[src/rtl/mem_wb_multi.sv]
// Multi-lane MEM->WB pipeline register with flush, lane write-after-write resolution,
// x0 suppression and retired-write counter. Define MEM_WB_MULTI_PERF_EN for stall/bubble counters.
module mem_wb_multi #(
  parameter int unsigned LANES      = 2,
  parameter int unsigned XLEN       = 32,
  parameter int unsigned RAW        = 5,
  parameter int unsigned STALL_W    = 6,
  parameter int unsigned HOLD_BIT   = 5,
  parameter int unsigned BUBBLE_BIT = 4,
  parameter int unsigned CNT_W      = 32
) (
  input  logic                    clk_in,
  input  logic                    rst_in,
  input  logic                    rdy_in,
  input  logic [STALL_W-1:0]      stall_in,
  input  logic                    flush_in,
  input  logic [LANES-1:0]        rd_we_in,
  input  logic [LANES*RAW-1:0]    rd_address_in,
  input  logic [LANES*XLEN-1:0]   rd_data_in,
  output logic [LANES-1:0]        rd_we,
  output logic [LANES*RAW-1:0]    rd_address,
  output logic [LANES*XLEN-1:0]   rd_data,
  output logic [CNT_W-1:0]        retire_cnt
`ifdef MEM_WB_MULTI_PERF_EN
  ,
  output logic [CNT_W-1:0]        stall_cnt,
  output logic [CNT_W-1:0]        bubble_cnt
`endif
);

  localparam int unsigned AW = LANES * RAW;
  localparam int unsigned DW = LANES * XLEN;

  logic [LANES-1:0] rd_we_q,      rd_we_d;
  logic [AW-1:0]    rd_address_q, rd_address_d;
  logic [DW-1:0]    rd_data_q,    rd_data_d;
  logic [CNT_W-1:0] retire_cnt_q, retire_cnt_d;

  logic [LANES-1:0] qual_we_c;
  logic [CNT_W-1:0] qual_cnt_c;
  logic             hold_c;
  logic             bubble_c;
  logic             unused_stall_c;

  // Only the hold and bubble bits of the shared stall vector matter here.
  assign unused_stall_c = ^stall_in;
  assign hold_c         = stall_in[HOLD_BIT];
  assign bubble_c       = stall_in[BUBBLE_BIT];

  // A lane commits only if enabled, not x0, and not overwritten by a younger lane.
  always_comb begin
    qual_we_c = '0;
    for (int unsigned i = 0; i < LANES; i++) begin
      qual_we_c[i] = rd_we_in[i] && (rd_address_in[i*RAW +: RAW] != '0);
      for (int unsigned j = i + 1; j < LANES; j++) begin
        if (rd_we_in[j] && (rd_address_in[j*RAW +: RAW] == rd_address_in[i*RAW +: RAW])) begin
          qual_we_c[i] = 1'b0;
        end
      end
    end
  end

  always_comb begin
    qual_cnt_c = '0;
    for (int unsigned i = 0; i < LANES; i++) begin
      qual_cnt_c = qual_cnt_c + CNT_W'(qual_we_c[i]);
    end
  end

`ifdef MEM_WB_MULTI_PERF_EN
  logic [CNT_W-1:0] stall_cnt_q,  stall_cnt_d;
  logic [CNT_W-1:0] bubble_cnt_q, bubble_cnt_d;
`endif

  // Next-state selection: ready, flush, hold, bubble, load in priority order.
  always_comb begin
    rd_we_d      = rd_we_q;
    rd_address_d = rd_address_q;
    rd_data_d    = rd_data_q;
    retire_cnt_d = retire_cnt_q;
`ifdef MEM_WB_MULTI_PERF_EN
    stall_cnt_d  = stall_cnt_q;
    bubble_cnt_d = bubble_cnt_q;
`endif
    if (!rdy_in) begin
      rd_we_d = rd_we_q;
    end else if (flush_in) begin
      rd_we_d      = '0;
      rd_address_d = '0;
      rd_data_d    = '0;
    end else if (hold_c) begin
`ifdef MEM_WB_MULTI_PERF_EN
      stall_cnt_d  = stall_cnt_q + CNT_W'(1);
`endif
    end else if (bubble_c) begin
      rd_we_d      = '0;
      rd_address_d = '0;
      rd_data_d    = '0;
`ifdef MEM_WB_MULTI_PERF_EN
      bubble_cnt_d = bubble_cnt_q + CNT_W'(1);
`endif
    end else begin
      rd_we_d      = qual_we_c;
      rd_address_d = rd_address_in;
      rd_data_d    = rd_data_in;
      retire_cnt_d = retire_cnt_q + qual_cnt_c;
    end
  end

  always_ff @(posedge clk_in) begin
    if (!rst_in) begin
      rd_we_q      <= '0;
      rd_address_q <= '0;
      rd_data_q    <= '0;
      retire_cnt_q <= '0;
    end else begin
      rd_we_q      <= rd_we_d;
      rd_address_q <= rd_address_d;
      rd_data_q    <= rd_data_d;
      retire_cnt_q <= retire_cnt_d;
    end
  end

`ifdef MEM_WB_MULTI_PERF_EN
  always_ff @(posedge clk_in) begin
    if (!rst_in) begin
      stall_cnt_q  <= '0;
      bubble_cnt_q <= '0;
    end else begin
      stall_cnt_q  <= stall_cnt_d;
      bubble_cnt_q <= bubble_cnt_d;
    end
  end

  assign stall_cnt  = stall_cnt_q;
  assign bubble_cnt = bubble_cnt_q;
`endif

  assign rd_we      = rd_we_q;
  assign rd_address = rd_address_q;
  assign rd_data    = rd_data_q;
  assign retire_cnt = retire_cnt_q;

endmodule
[config.mk]
export PLATFORM = sky130hd
export DESIGN_NAME = mem_wb_multi
export DESIGN_NICKNAME = d
export VERILOG_FILES = /design/src/rtl/mem_wb_multi.sv
export SDC_FILE = /design/constraint.sdc
export NUM_CORES = 1
export LEC_CHECK = 0
export CORE_MARGIN = 2
export CORE_UTILIZATION = 55
export DETAILED_ROUTE_END_ITERATION = 10
export DONT_BUFFER_PORTS = 1
export GPL_TIMING_DRIVEN = 0
export PLACE_DENSITY_LB_ADDON = 0.3
export SLEW_MARGIN = 20
export SYNTH_ARGS = -nofsm -noshare
export SYNTH_HDL_FRONTEND = slang
export SYNTH_SLANG_ARGS = --single-unit
[constraint.sdc]
create_clock -name clk_in -period 7.3 [get_ports clk_in]
set_input_delay 1.46 -clock clk_in [delete_from_list [all_inputs] [get_ports clk_in]]
set_output_delay 1.46 -clock clk_in [all_outputs]
set_load 0.005 [all_outputs]
* After elaboration in Yosys (flattened, before gate mapping)
Index checks and enable logic that the tools add are counted.
Word-level totals: flip-flop bits (word level) 108, input bits 86, output and inout port bits 108, word-level logic and storage cells 28
Cells by class: add/sub/neg operators 2, eq/ne operators 2, muxes and demuxes 10, bitwise operators 3, reduce and logical (&&, ||, !) cells 7
Operators by type and width (count):
- $mux W64 | 3
- $add A32 B2 Y32 | 1
- $mux W10 | 3
- $reduce_bool A5 Y1 | 2
- $mux W2 | 3
- $eq A5 B5 Y1 | 1
- $reduce_and A4 Y1 | 1
- $logic_and A1 B1 Y1 | 3
- $not A1 Y1 | 3
- $add A1 B1 Y2 | 1
- $ne A2 B1 Y1 const B | 1
- $reduce_and A2 Y1 | 1
- $mux W1 | 1

* Depth between registers and ports, before layout
depth after elaboration 6, gate-level depth with buffers 10, depth with buffers taken out 10

* Worst setup path after synthesis
No wires, ideal clock.
kind in2reg, start input rd_address_in[6], end register retire_cnt_q[26] (netlist: retire_cnt[26]), library setup time 70 ps, arrival time 3488 ps, required time 7230 ps, path slack 3741 ps, stages 10, buffers on the path 0, path through xor2_1 -> nor4_1 -> a31o_2 -> fa_1 -> inv_1 -> ha_1 -> and3_1 -> nand3_1 -> or4_1 -> a21oi_1
On the way: cells in the longest elaborated chain, start to end 5, elaborated cells between the ends (all ways) 7, classes of those cells add/sub (2); eq/ne (1); mux (1); reduce/logical (3)
RTL lines:
- start, declared | RTL line 18 | input logic [LANES*RAW-1:0] rd_address_in,
- $eq A5 B5 Y1 | RTL line 56 | if (rd_we_in[j] && (rd_address_in[j*RAW +: RAW] == rd_address_in[i*RAW +: RAW])) begin
- $logic_and A1 B1 Y1 | RTL line 56
- $mux W1 | RTL line 56
- $add A1 B1 Y2 (*) | RTL line 66 | qual_cnt_c = qual_cnt_c + CNT_W'(qual_we_c[i]);
- $add A32 B2 Y32 (*) | RTL line 106 | retire_cnt_d = retire_cnt_q + qual_cnt_c;
- end signal, assigned | RTL line 120 | retire_cnt_q <= retire_cnt_d;
- end, declared | RTL line 37 | logic [CNT_W-1:0] retire_cnt_q, retire_cnt_d;
Every way passes the cells marked *; elsewhere a longest branch is shown, timed or not. A chain may end at the register's enable or synchronous reset.

* Worst setup path in the final report
start input rd_address_in[2], end register retire_cnt_q[26] (netlist: retire_cnt[26])
On the way: cells in the longest elaborated chain, start to end 5, elaborated cells between the ends (all ways) 7, classes of those cells add/sub (2); eq/ne (1); mux (1); reduce/logical (3)
RTL lines (RTL line):
- $eq A5 B5 Y1 / $reduce_bool A5 Y1 (equally long branches) | 56, 54
- $logic_and A1 B1 Y1, on equally long branches | 56, 54
- $mux W1 (*) | 56
- $add A1 B1 Y2 (*) | 66
- $add A32 B2 Y32 (*) | 106
Marks and branches as above.

==> results.md <==
- The flow ran to the end, and the final reports show no timing, DRC or antenna violations.
- Detailed placement ended at an HPWL of approximately 8.3 mm.
- Routability-driven placement finished with a final weighted congestion of 0.852.
- Across all register-to-register paths, the minimum setup slack is between 4 and 5 ns.
- The internal power of the cells totals between 700 and 800 µW.
- Clock latency on the worst-skew pair, taken at its later pin, is ~0.36 ns.
- For this block, the initial DRC count from the detailed router was 162.
- The total negative setup slack is 0 ns.
- The share of synthesized area in the top cell type comes to 0.506.
- Ranked by total cell area, the synthesized netlist is headed by sky130_fd_sc_hd__dfxtp_1 (51%), sky130_fd_sc_hd__a22oi_1 (7.6%), sky130_fd_sc_hd__a21oi_1 (6.4%), sky130_fd_sc_hd__nand3_1 (5.3%), sky130_fd_sc_hd__nor2_1 (4.4%).
- The die covers 8490 µm².
- The wire length of the first global-routing pass is between 15 and 20 mm.
- During placement, the flow inserted port buffers numbering 0.
- The clock-pin slew on the worst setup and hold paths is between 0.1 and 0.15 ns.
- The highest ir drop seen on vdd is 168 µV.
- The critical path is of the in -> reg type.
- The area growth from synthesis to layout is 7.79%.
- The required time of the critical path is ~7.6 ns.
- After clock tree synthesis, the flow added hold-fix buffers numbering 0.
- Of the total power, the share spent switching nets is 0.243.
- Of the total power, combinational logic draws 0.049.
- TritonCTS built the clock tree.
- The number of buffers inserted during clock tree synthesis is 9.
- Setup repair after global routing left no endpoint under its margin.
- In this run the static leakage power is between 1 and 1.5 nW.
- The startpoint kind of the worst setup timing path is an input pin.
- The gate count of the mapped netlist is 492.
- For this block, the routed nets add up to 11.0 mm of wire.
- The detailed router placed 3714 vias in this run.
- The post-route minimum period is 3.48 ns.
- The sequential fraction of design power is 0.588.
- Of all flip-flops after synthesis, the portion carrying an async set or reset was 0.
- The H-tree generated during clock tree synthesis spans 3 levels.
- The horizontal extent of the die is approximately 90 µm.
- The CTS sink count is 108.
- Along the worst path, the maximum fanout reaches 8.
- Gates resized during post-CTS repair numbered 0.
- The worst setup path is captured at a flip-flop.
- For the worst setup path, the data arrival time is around 3.8 ns.
- The root buffer cell chosen for the clock tree is sky130_fd_sc_hd__clkbuf_8.
- sky130_fd_sc_hd__dfxtp_1 takes more of the synthesized area than any other cell.
- The maximum clock path buffer count is 2.
- The maximum number of pins on one net before global-route repair is 20.
- The max-capacitance violation count is 0.
- After detailed routing, the number of vias per cell comes to 6.09.
- Before antenna repair, the detailed router went through 5 iterations.
- The total area inside the core boundary comes to about 7600 µm².
- For this run the aggregate overflow at the end of global routing stands at 0.
- In the finished design, the share of the clock period the worst path needs comes to 0.477.
- The initial utilization of the core area, before any placement, comes to 0.561.
- The actual transition at the worst max-transition pin is 0.602 ns.
- The number of ports placed on the die boundary is 194.
- Static timing analysis puts the maximum clock frequency at roughly 290 MHz.
- The distinct cell type count after synthesis is 35.
- The final hold slack is 0.480 ns.
- The mean instance size in the synthesized netlist is 8.68 µm².
- The via count of the first global-routing pass was 3663.
- The placed instances occupy a cell area of 4400 µm².
- For this run, design rule violations remaining after detail routing come to 0.
- The number of antenna violations at the first check in global routing is 0.
- The number of warning messages in the yosys log is 0.
- The final hold violation count is 0.
- Synthesis inferred between 100 and 150 register bits.
- For this run, the register share of the synthesized area comes to 0.506.
- Measured in cells, the most critical reg-to-reg path has a length of 8.
- The number of standard-cell rows in the floorplan is 32.
- The buffers inserted during post-CTS setup optimization is 0.
- The post-route antenna net violation count is 0.
- The commonest register cell after synthesis is sky130_fd_sc_hd__dfxtp_1.
- The finished layout cell area is between 4000 and 5000 µm².
- The synthesized netlist net count is 580.
- Summed over all nets, the switching power comes to 250 µW.
- The worst pin sits at a relative slew slack of 0.599.
- 0 antenna diodes ended up in the layout.
- Setup violations remaining at the end of the flow were counted as 0.
- The count of final max-slew check failures is 0.
- The die is 92.1 µm tall.
- The min-delay analysis places its worst path in the category reg -> reg.
- The share of total power dissipated in the clock network is 0.362.
- In this run, synthesis inferred 0 flip-flops with an integrated enable.
- The average wire per standard cell is 18.1 µm.
- Between clock sinks in the finished design, the worst skew comes to 0.00962 ns.
- The total power divided by cell area is between 200 and 250 nW/µm².
- In the global route stage, overall resource usage came out at 0.255.
- The number of nets in the layout is 591.
- The ratio of cells with drive above 1 in the final layout is 0.0472.
- The worst hold path passes through 2 cells.
- The synthesized cell area is 4270 µm².
- The count of placed standard cells in the final layout, fillers left out is 610.
- The cell count after placement is about 590.
-- worst max-delay path, cell delays in order --
cell and delay, ns:
sky130_fd_sc_hd__xor2_1 0.14, sky130_fd_sc_hd__nor4_1 0.06, sky130_fd_sc_hd__a31o_2 0.27, sky130_fd_sc_hd__fa_1 0.44, sky130_fd_sc_hd__inv_1 0.08, sky130_fd_sc_hd__ha_1 0.22
sky130_fd_sc_hd__and3_1 0.17, sky130_fd_sc_hd__nand3_1 0.24, sky130_fd_sc_hd__or4_1 0.54, sky130_fd_sc_hd__a21oi_1 0.14
-- area by class of cell --
| cell class | count | area, µm² |
|---|---|---|
| plain buffers | 38 | 149 |
| clock buffers | 9 | 124 |
| clock inverters | 7 | 81.3 |
| fillers | 679 | 3000 |
| inverters | 6 | 22.5 |
| multi-input cells | 340 | 1940 |
| flip-flops and latches | 108 | 2160 |
| well taps | 102 | 128 |
-- stage by stage --
step | total power, mW | utilization | worst slack, ns
2_1_floorplan | 0.654 | - | 3.74
3_3_place_gp | 0.666 | 0.578 | 3.51
3_5_place_dp | 0.668 | 0.578 | 3.45
4_1_cts | 1.04 | 0.605 | 3.83
5_1_grt | 1.06 | 0.605 | 3.71
6_report | 1.03 | 0.605 | 3.82
-- flip-flops by register name (all words and copies together), names as in the netlist --
register    cells
rd_we           2
rd_address     10
rd_data        64
retire_cnt     32
-- power groups by stage --
stage	clock (mW)	sequential, mW	combinational, mW
2_1_floorplan	0	0.615	0.0388
3_3_place_gp	0	0.618	0.0487
3_5_place_dp	0	0.618	0.0509
4_1_cts	0.381	0.604	0.0510
5_1_grt	0.397	0.605	0.0576
6_report	0.372	0.604	0.0505
-- cell usage in the layout, fill, tap and decap left out, types with 4 or more instances in the layout --
| cell | n |
|---|---|
| sky130_fd_sc_hd__a21oi_1 | 55 |
| sky130_fd_sc_hd__a22oi_1 | 43 |
| sky130_fd_sc_hd__and2_1 | 5 |
| sky130_fd_sc_hd__and4_1 | 4 |
| sky130_fd_sc_hd__buf_1 | 5 |
| sky130_fd_sc_hd__buf_2 | 5 |
| sky130_fd_sc_hd__clkbuf_1 | 28 |
| sky130_fd_sc_hd__clkbuf_8 | 9 |
| sky130_fd_sc_hd__dfxtp_1 | 108 |
| sky130_fd_sc_hd__inv_1 | 5 |
| sky130_fd_sc_hd__nand2_1 | 46 |
| sky130_fd_sc_hd__nand3_1 | 45 |
| sky130_fd_sc_hd__nand4_1 | 10 |
| sky130_fd_sc_hd__nor2_1 | 50 |
| sky130_fd_sc_hd__o21ai_0 | 10 |
| sky130_fd_sc_hd__o31ai_1 | 16 |
| sky130_fd_sc_hd__or3_1 | 7 |
| sky130_fd_sc_hd__or4_1 | 18 |
| sky130_fd_sc_hd__xor2_1 | 8 |
-- cells in the mapped netlist, types with 3 or more instances --
cell type,number
sky130_fd_sc_hd__dfxtp_1,108
sky130_fd_sc_hd__a21oi_1,55
sky130_fd_sc_hd__nor2_1,50
sky130_fd_sc_hd__nand2_1,46
sky130_fd_sc_hd__nand3_1,45
sky130_fd_sc_hd__a22oi_1,43
sky130_fd_sc_hd__clkbuf_1,28
sky130_fd_sc_hd__or4_1,18
sky130_fd_sc_hd__o31ai_1,16
sky130_fd_sc_hd__nand4_1,10
sky130_fd_sc_hd__o21ai_0,10
sky130_fd_sc_hd__xor2_1,8
sky130_fd_sc_hd__or3_1,7
sky130_fd_sc_hd__and2_1,5
sky130_fd_sc_hd__buf_1,5
sky130_fd_sc_hd__buf_2,5
sky130_fd_sc_hd__inv_1,5
sky130_fd_sc_hd__and4_1,4
sky130_fd_sc_hd__and3_1,3
sky130_fd_sc_hd__nand2b_1,3
-- logic make-up (layout without fill, tap and decap cells) --
group,after synthesis,after routing,share of synthesized area
adder cells (fa/ha/maj),2,2,0.00762
buffers and inverters,44,60,0.0401
XOR/XNOR,10,10,0.0205
multiplexers,2,2,0.00469
flip-flops,108,108,0.506
AO/OA/AOI/OAI,130,130,0.191
AND/OR/NAND/NOR,196,196,0.230
-- routing by layer --
metal	GRT usage	share of wire	up-vias
met2	0.442	0.50	151
li1	-	-	1804
met1	0.287	0.39	1742
met3	0.0912	0.094	17
met5	0	0	-
met4	0.0970	0.017	0
-- path summary, 6_finish.rpt --
check | from | to
worst max-delay path | rd_address_in[2] | retire_cnt[26]
worst max register to register | retire_cnt[0] | retire_cnt[26]
worst min register to register | rd_data[57] | rd_data[57]
worst min-delay path | rd_data[57] | rd_data[57]
Note: power is estimated with default switching activity, not from simulation.
